$ cat config.mk
export PLATFORM = sky130hd
export DESIGN_NAME = imem_fetch
export DESIGN_NICKNAME = d
export VERILOG_FILES = /design/src/rtl/imem_fetch.sv
export SDC_FILE = /design/constraint.sdc
export NUM_CORES = 2
export LEC_CHECK = 0
export ABC_AREA = 0
export BUFFER_PORTS_ARGS = -buffer_cell sky130_fd_sc_hd__buf_2
export CORE_MARGIN = 2
export CORE_UTILIZATION = 35
export DETAILED_ROUTE_END_ITERATION = 8
export GPL_ROUTABILITY_DRIVEN = 0
export PLACE_DENSITY = 0.54
export SYNTH_ARGS = -nofsm -noshare
export SYNTH_HDL_FRONTEND = slang
export SYNTH_SLANG_ARGS = --single-unit
$ cat constraint.sdc
create_clock -name clk -period 2.9 [get_ports clk]
set_input_delay 0.58 -clock clk [delete_from_list [all_inputs] [get_ports clk]]
set_output_delay 0.58 -clock clk [all_outputs]
set_load 0.1 [all_outputs]
$ cat src/rtl/imem_fetch.sv
// imem_fetch: loadable DEPTH_WORDS x 32-bit instruction memory with a
// valid/ready fetch port returning {pc, instr, is_c, err}.
// Build option: define IMEM_RVC_EN to accept halfword PCs (RV32C), including
// 32-bit instructions that straddle a word boundary (extra SPLIT cycle).
// With IMEM_RVC_EN undefined every fetch completes in one cycle, words are
// returned whole and any pc[1:0] != 0 is reported as an error.
module imem_fetch #(
  parameter int DEPTH_WORDS = 64,
  parameter int PC_W        = 32
) (
  input  logic            clk,
  input  logic            reset,
  input  logic            ld_en,
  input  logic [PC_W-1:0] ld_addr,
  input  logic [31:0]     ld_data,
  input  logic            req_valid,
  output logic            req_ready,
  input  logic [PC_W-1:0] req_pc,
  output logic            rsp_valid,
  input  logic            rsp_ready,
  output logic [PC_W-1:0] rsp_pc,
  output logic [31:0]     rsp_instr,
  output logic            rsp_is_c,
  output logic            rsp_err
);

  localparam int IDX_W = $clog2(DEPTH_WORDS);

  // Handshake: a transfer happens on a rising edge where valid and ready are
  // both high. The request side is ready when no response is held or the held
  // response leaves on the same edge; a held response (rsp_valid=1) keeps all
  // rsp_* stable until rsp_ready is seen high.

`ifdef IMEM_RVC_EN
  typedef enum logic [1:0] {
    IDLE  = 2'd0,
    RESP  = 2'd1,
    SPLIT = 2'd2
  } state_t;
`else
  typedef enum logic [1:0] {
    IDLE  = 2'd0,
    RESP  = 2'd1
  } state_t;
`endif

  state_t state, state_d;

  logic [31:0]     mem [DEPTH_WORDS];

  logic [PC_W-1:0] pc_d;
  logic [31:0]     instr_d;
  logic            is_c_d;
  logic            err_d;

  logic            accept;
  logic            req_bad;
  logic [IDX_W-1:0] req_idx;
  logic [IDX_W-1:0] ld_idx;
  logic [31:0]     req_word;
  logic            unused_ld_low;

`ifdef IMEM_RVC_EN
  // Low half of a straddling instruction and the index of the word that
  // carries its high half; the extra index bit flags running off the end.
  logic [15:0]     split_half, half_d;
  logic [IDX_W:0]  split_idx, sidx_d;
  logic [31:0]     split_word;
`endif

  // An address is in range when nothing is set above the word-index field.
  function automatic logic in_range(input logic [PC_W-1:0] a);
    return (a >> (IDX_W + 2)) == '0;
  endfunction

  assign req_idx       = req_pc[IDX_W+1:2];
  assign ld_idx        = ld_addr[IDX_W+1:2];
  assign req_word      = mem[req_idx];
  assign unused_ld_low = ^ld_addr[1:0];

`ifdef IMEM_RVC_EN
  assign req_bad    = req_pc[0] || !in_range(req_pc);
  assign split_word = mem[split_idx[IDX_W-1:0]];
`else
  assign req_bad    = (req_pc[1:0] != 2'b00) || !in_range(req_pc);
`endif

  assign req_ready = (state == IDLE) || ((state == RESP) && rsp_ready);
  assign accept    = req_valid && req_ready;
  assign rsp_valid = (state == RESP);

  // Program-load port; reset clears the whole array, out-of-range loads drop.
  always_ff @(posedge clk) begin
    if (reset) begin
      for (int i = 0; i < DEPTH_WORDS; i++) mem[i] <= '0;
    end else if (ld_en && in_range(ld_addr)) begin
      mem[ld_idx] <= ld_data;
    end
  end

  // State and response registers.
  always_ff @(posedge clk) begin
    if (reset) begin
      state      <= IDLE;
      rsp_pc     <= '0;
      rsp_instr  <= '0;
      rsp_is_c   <= 1'b0;
      rsp_err    <= 1'b0;
`ifdef IMEM_RVC_EN
      split_half <= '0;
      split_idx  <= '0;
`endif
    end else begin
      state      <= state_d;
      rsp_pc     <= pc_d;
      rsp_instr  <= instr_d;
      rsp_is_c   <= is_c_d;
      rsp_err    <= err_d;
`ifdef IMEM_RVC_EN
      split_half <= half_d;
      split_idx  <= sidx_d;
`endif
    end
  end

  // Next-state and next-response decode.
  always_comb begin
    state_d = state;
    pc_d    = rsp_pc;
    instr_d = rsp_instr;
    is_c_d  = rsp_is_c;
    err_d   = rsp_err;
`ifdef IMEM_RVC_EN
    half_d  = split_half;
    sidx_d  = split_idx;
`endif
    case (state)
      IDLE, RESP: begin
        if (accept) begin
          state_d = RESP;
          pc_d    = req_pc;
          instr_d = '0;
          is_c_d  = 1'b0;
          err_d   = 1'b0;
          if (req_bad) begin
            err_d = 1'b1;
`ifdef IMEM_RVC_EN
          end else if (req_pc[1]) begin
            // Upper half of the word starts the instruction.
            if (req_word[17:16] != 2'b11) begin
              is_c_d  = 1'b1;
              instr_d = {16'h0, req_word[31:16]};
            end else begin
              half_d  = req_word[31:16];
              sidx_d  = {1'b0, req_idx} + {{IDX_W{1'b0}}, 1'b1};
              state_d = SPLIT;
            end
          end else if (req_word[1:0] != 2'b11) begin
            is_c_d  = 1'b1;
            instr_d = {16'h0, req_word[15:0]};
          end else begin
            instr_d = req_word;
`else
          end else begin
            instr_d = req_word;
`endif
          end
        end else if ((state == RESP) && rsp_ready) begin
          state_d = IDLE;
        end
      end
`ifdef IMEM_RVC_EN
      SPLIT: begin
        // Second half comes from the next word, read one cycle after accept.
        state_d = RESP;
        is_c_d  = 1'b0;
        if (split_idx[IDX_W]) begin
          err_d   = 1'b1;
          instr_d = '0;
        end else begin
          err_d   = 1'b0;
          instr_d = {split_word[15:0], split_half};
        end
      end
`endif
      default: state_d = IDLE;
    endcase
  end

endmodule

-- After elaboration in Yosys (flattened, before gate mapping)
Memory sizes are Yosys's and may differ from the RTL's.
Index checks and enable logic that the tools add are counted.
- muxes and demuxes: 12
- bitwise operators: 1
- reductions and logical operators: 15
- operator list (cell ; count):
    zero test 32 bit ; 2
    two-way mux 32 bit ; 2
    OR reduction 32 bit ; 1
    two-way mux 1 bit ; 9
    two-way mux 6 bit ; 1
    nonzero test 2 bit ; 2
    OR reduction 2 bit ; 2
    logical AND 1 bit ; 3
    zero test 2 bit ; 1
    logical OR 1 bit ; 2
    AND reduction 2 bit ; 1
    zero test 1 bit ; 1
    NOT 1 bit ; 1
- register bits: 66
- bits in writable memories: 2048
- input port bits: 101
- output and inout port bits: 68
- memories kept: 1
- memories (memory ; depth ; bits a word ; rd ports ; clocked after Yosys merged registers in ; write ports ; RTL line ; RTL):
    mem ; 64 ; 32 ; 1 ; 0 ; 64 ; 49 ; logic [31:0] mem [DEPTH_WORDS];

-- Longest topological paths before layout
- depth after elaboration: 7
- depth in mapped cells: 12

-- Least setup slack after synthesis
No wires, ideal clock.
- kind: register -> register
- from: register state[0]
- to: register rsp_instr[23]
- library setup time: 87 ps
- arrival time: 3218 ps
- data required time: 2813 ps
- slack: -405 ps
- stages on the path, launching flop included: 9
- path buffers: 3
- cell sequence: dfxtp_1 -> nand2b_1 -> and2_1 -> clkbuf_1 -> nor2_1 -> clkbuf_1 -> clkbuf_1 -> nand2_1 -> o31ai_1
- cells in the longest elaborated chain, start to end: 4
- elaborated cells on any way between the ends: 6
- classes of those cells: reduce/logical: 6
- RTL lines (element ; RTL line ; RTL):
    from (decl) ; 47 ; state_t state, state_d;
    from (signal assigned) ; 114 ; state <= state_d;
    zero test 2 bit or logical AND 1 bit (tied branches) ; 88 ; assign req_ready = (state == IDLE) || ((state == RESP) && rsp_ready);
    logical OR 1 bit * ; 88 ;
    net req_ready ; 17 ; output logic req_ready,
    logical AND 1 bit * ; 89 ; assign accept = req_valid && req_ready;
    AND reduction 2 bit (no source line) * ; - ;
    to (signal assigned) ; 116 ; rsp_instr <= instr_d;
    to (decl) ; 22 ; output logic [31:0] rsp_instr,
Mark *: on every way through the listed nets, which the timed path passes. The rest lies on a longest branch.
A chain may end at the register's enable or synchronous reset.

-- Final worst setup path
- from: input req_pc[20]
- to: register rsp_instr[19]
- cells in the longest elaborated chain, start to end: 4
- RTL lines (element ; RTL line ; RTL):
    from (decl) ; 18 ; input logic [PC_W-1:0] req_pc,
    zero test 32 bit ; 73 ; return (a >> (IDX_W + 2)) == '0;
    zero test 1 bit ; 85 ; assign req_bad = (req_pc[1:0] != 2'b00) || !in_range(req_pc);
    logical OR 1 bit ; 85 ;
    two-way mux 32 bit ; 145 ; if (req_bad) begin
No other way between the ends.

==> flow_summary.yaml <==
final_layout:
  area_delta_synth_final_pct: 21.3
  ff_latch_area_sq_um: 62800
  multiInputGateArea_sq_um: 30800
  final_cell_area_sq_um: 117000
  fillers: 24400
  drive_gt1_frac: 0.282
  layoutNonFillerInstCount: 10700
  nets: 7054
  post-route-util: 0.427
min_path:
  holdPathStages: 2
  hp-class: "input pin to flip-flop"
  hold_end: "mem[28][5]$_SDFFCE_PN0P_"
  min_from: "ld_data[5]"
critical_path:
  r2r-end: "rsp_instr[17]$_SDFFE_PP0P_"
  path_class: "input pin to flip-flop"
  cp-start-kind: "input pin"
  cp_data_required_time_ps: 3750
  reg2reg_from: "mem[36][17]$_SDFFCE_PN0P_"
  critPathMaxFanout: 9
  reg2reg_depth: 5
  reg2reg_slack_ps: 470
  end_kind: "flip-flop"
  arrival_ps: 3690
route:
  drtPass1Iterations: 8
  ant_nets: 0
  wire_per_inst_microns: 32.0
  routed_wl_microns: 344000
  drt_iter0_drc: 7493
  drc: 0
  viasPerCell: 5.45
  dr_total_vias: 58600
placed_design:
  portBuffers: 165
  dp.cells: 10300
  dpl.hpwl_microns: 236000
  placed_area_sq_um: 109000
run:
  maxCapViolations: 0
floorplan:
  fp-row-count: 192
  die_h_microns: 528
  coreArea_sq_um: 273000
  die-area_sq_um: 279000
  die_x_microns: 528
  start_util: 0.352
  num_io_pins: 169
clock_network:
  cts_setup_buffers: 0
  clkSlewWorstSetupHoldPaths_ps: 70
  cts_tree: "yes"
  insertion_delay_ps: 920
  h-tree-depth: 4
  clockBufferDepth: 4
  cts_inserted_buffers: 234
  cts_resized: 0
  cts_root_buf: "clkbuf_16"
  cts.sinks: 2114
grt:
  grt_pass1_wl_microns: 475000
  gr-total-overflow: 0
  grt_max_degree: 73
  grt_pass1_vias: 58400
  antenna_found_initial: 47
  grt_util_all_layers: 0.244
synth:
  yosysWarnings: 0
  ys.flop_type: "edfxtp_1"
  ys_seq_elements: 2114
  synth_edf_count: 2048
  synth_commonest_cells: "and2_1, edfxtp_1, mux4_2"
  yosysTopAreaCellShare: 0.639
  async_reset_ff_frac: 0
  yosys.cell_types.count: 61
  synth_nets: 6377
  synthTopCellsByArea: "edfxtp_1, and2_1, mux4_2"
  synth_largest_area_cell: "edfxtp_1"
  ys_seq_area_frac: 0.653
  yosysMostFrequentCell: "and2_1"
  synthCells: 6276
  synth_area_per_cell_sq_um: 15.3
  synth.cell_area_sq_um: 96200
status:
  status: "finished, final reports clean"
timing:
  rsz0062_at_grt: "no"
  worst_pin_slew_ps: 1050
  post-route-min-period_ps: 2840
  drv_slew: 0
  final_hold_viol_count: 0
  skew_ps: 89.3
  maxSlewHeadroom: 0.301
  fmax_mhz: 352
  tns_ps: 0
  setup_viol: 0
  period_share: 0.980
pwr:
  pwr-share-seq: 0.493
  p_leak_nw: 42.4
  switchingPower_w: 0.0172
  p_sw_frac: 0.240
  vdd_drop_max_mv: 0.486
  clkPwrFrac: 0.410
  fin_total_pwr_w: 0.0715
  powerDensity_nw_per_um2: 613
  internal-power_w: 0.0543
  combPwrFrac: 0.096
==> critical path: stages <==
cell           delay [ps]
dlygate4sd3_1         550
buf_2                 140
or4_1                 530
nor2_1                230
and4_1                320
buf_12                180
buf_12                170
nand2_1               190
a21oi_1               570
a221o_1               200
==> metrics by stage <==
stage               hold WS [ps]  worst slack, ps
floorplan                    679             33.7
global placement             443             -486
detailed placement           445             -497
CTS                         84.3              203
global route                 119             55.0
finish                       153             58.2
==> worst max path at each step <==
stage                 from                    endpoint  slack (ps)  depth (start not counted)
4_1_cts         req_pc[20]  rsp_instr[19]$_SDFFE_PP0P_         200                         10
3_3_place_gp     req_pc[4]  rsp_instr[29]$_SDFFE_PP0P_        -490                          9
5_1_grt         req_pc[20]  rsp_instr[19]$_SDFFE_PP0P_          60                         10
2_1_floorplan  ld_addr[15]    mem[37][0]$_SDFFCE_PN0P_          30                          6
3_5_place_dp     req_pc[4]  rsp_instr[29]$_SDFFE_PP0P_        -500                          9
6_report        req_pc[20]  rsp_instr[19]$_SDFFE_PP0P_          60                         10
==> timing repair <==
item	in CTS	in global routing
endpoints found under the hold margin	27	0
setup endpoints to repair	0	0
hold buffers	28	0
==> flip-flops by register name, indices dropped and copies added, names as in the netlist <==
register and cells:
state 1, rsp_err 1, mem 2048, rsp_pc 32, rsp_instr 32
==> power groups by stage <==
stage          clock network (W)  logic (W)  registers [W]
2_1_floorplan                  0    0.00296         0.0359
3_3_place_gp                   0    0.00680         0.0358
3_5_place_dp                   0    0.00681         0.0359
4_1_cts                   0.0297    0.00685         0.0353
5_1_grt                   0.0308    0.00703         0.0354
6_report                  0.0293    0.00687         0.0353
==> logic make-up after synthesis <==
kind of cell,Yosys count,share of synthesized area
AND/OR/NAND/NOR,2594,0.168
flip-flops,2114,0.653
multiplexers,624,0.129
buffers and inverters,640,0.0280
AO/OA/AOI/OAI,303,0.0218
other,1,0.0000390
==> cell usage in the layout, fill, tap and decap left out, types with 8 or more instances in the layout <==
master / netlist / final
nor3_1: 13 / 9
clkinvlp_4: 0 / 9
clkbuf_16: 0 / 236
nor2b_1: 15 / 15
nor2_1: 52 / 50
mux2i_1: 124 / 124
a31oi_1: 8 / 8
nand3_1: 40 / 40
dlygate4sd3_1: 0 / 28
nor3_4: 60 / 60
nand2_1: 223 / 223
a22oi_1: 40 / 40
mux4_2: 494 / 494
o21ai_0: 25 / 25
a211oi_1: 47 / 47
a21oi_1: 58 / 58
nand4_1: 13 / 13
clkinv_2: 0 / 45
diode_2: 0 / 14
buf_2: 79 / 160
and2_1: 2065 / 2065
edfxtp_1: 2048 / 2048
a32o_1: 9 / 9
bufinv_16: 0 / 20
buf_4: 35 / 617
dfxtp_1: 66 / 65
clkinv_1: 0 / 54
o22ai_1: 52 / 52
nor4_1: 9 / 9
or2_4: 0 / 64
clkbuf_1: 465 / 46
buf_12: 0 / 265
==> metal layers <==
layer	part of all wire	GRT usage	routed length, microns	up-vias
met3	0.083	0.0417	28500	574
li1	-	-	-	24400
met5	0.00044	0.00121	150	-
met1	0.40	0.332	139000	30900
met2	0.47	0.389	160000	2714
met4	0.047	0.0980	16200	16
==> final cells by class <==
type,instances,share of cell area
Timing Repair Buffer,1074,0.0949
Sequential cell,2114,0.538
Tap cell,3589,0.0385
Multi-Input combinational cell,3522,0.264
Antenna cell,14,0.000300
Clock buffer,289,0.0529
Inverter,7,0.000247
Clock inverter,138,0.0104
(Power assumes the default switching activity.)
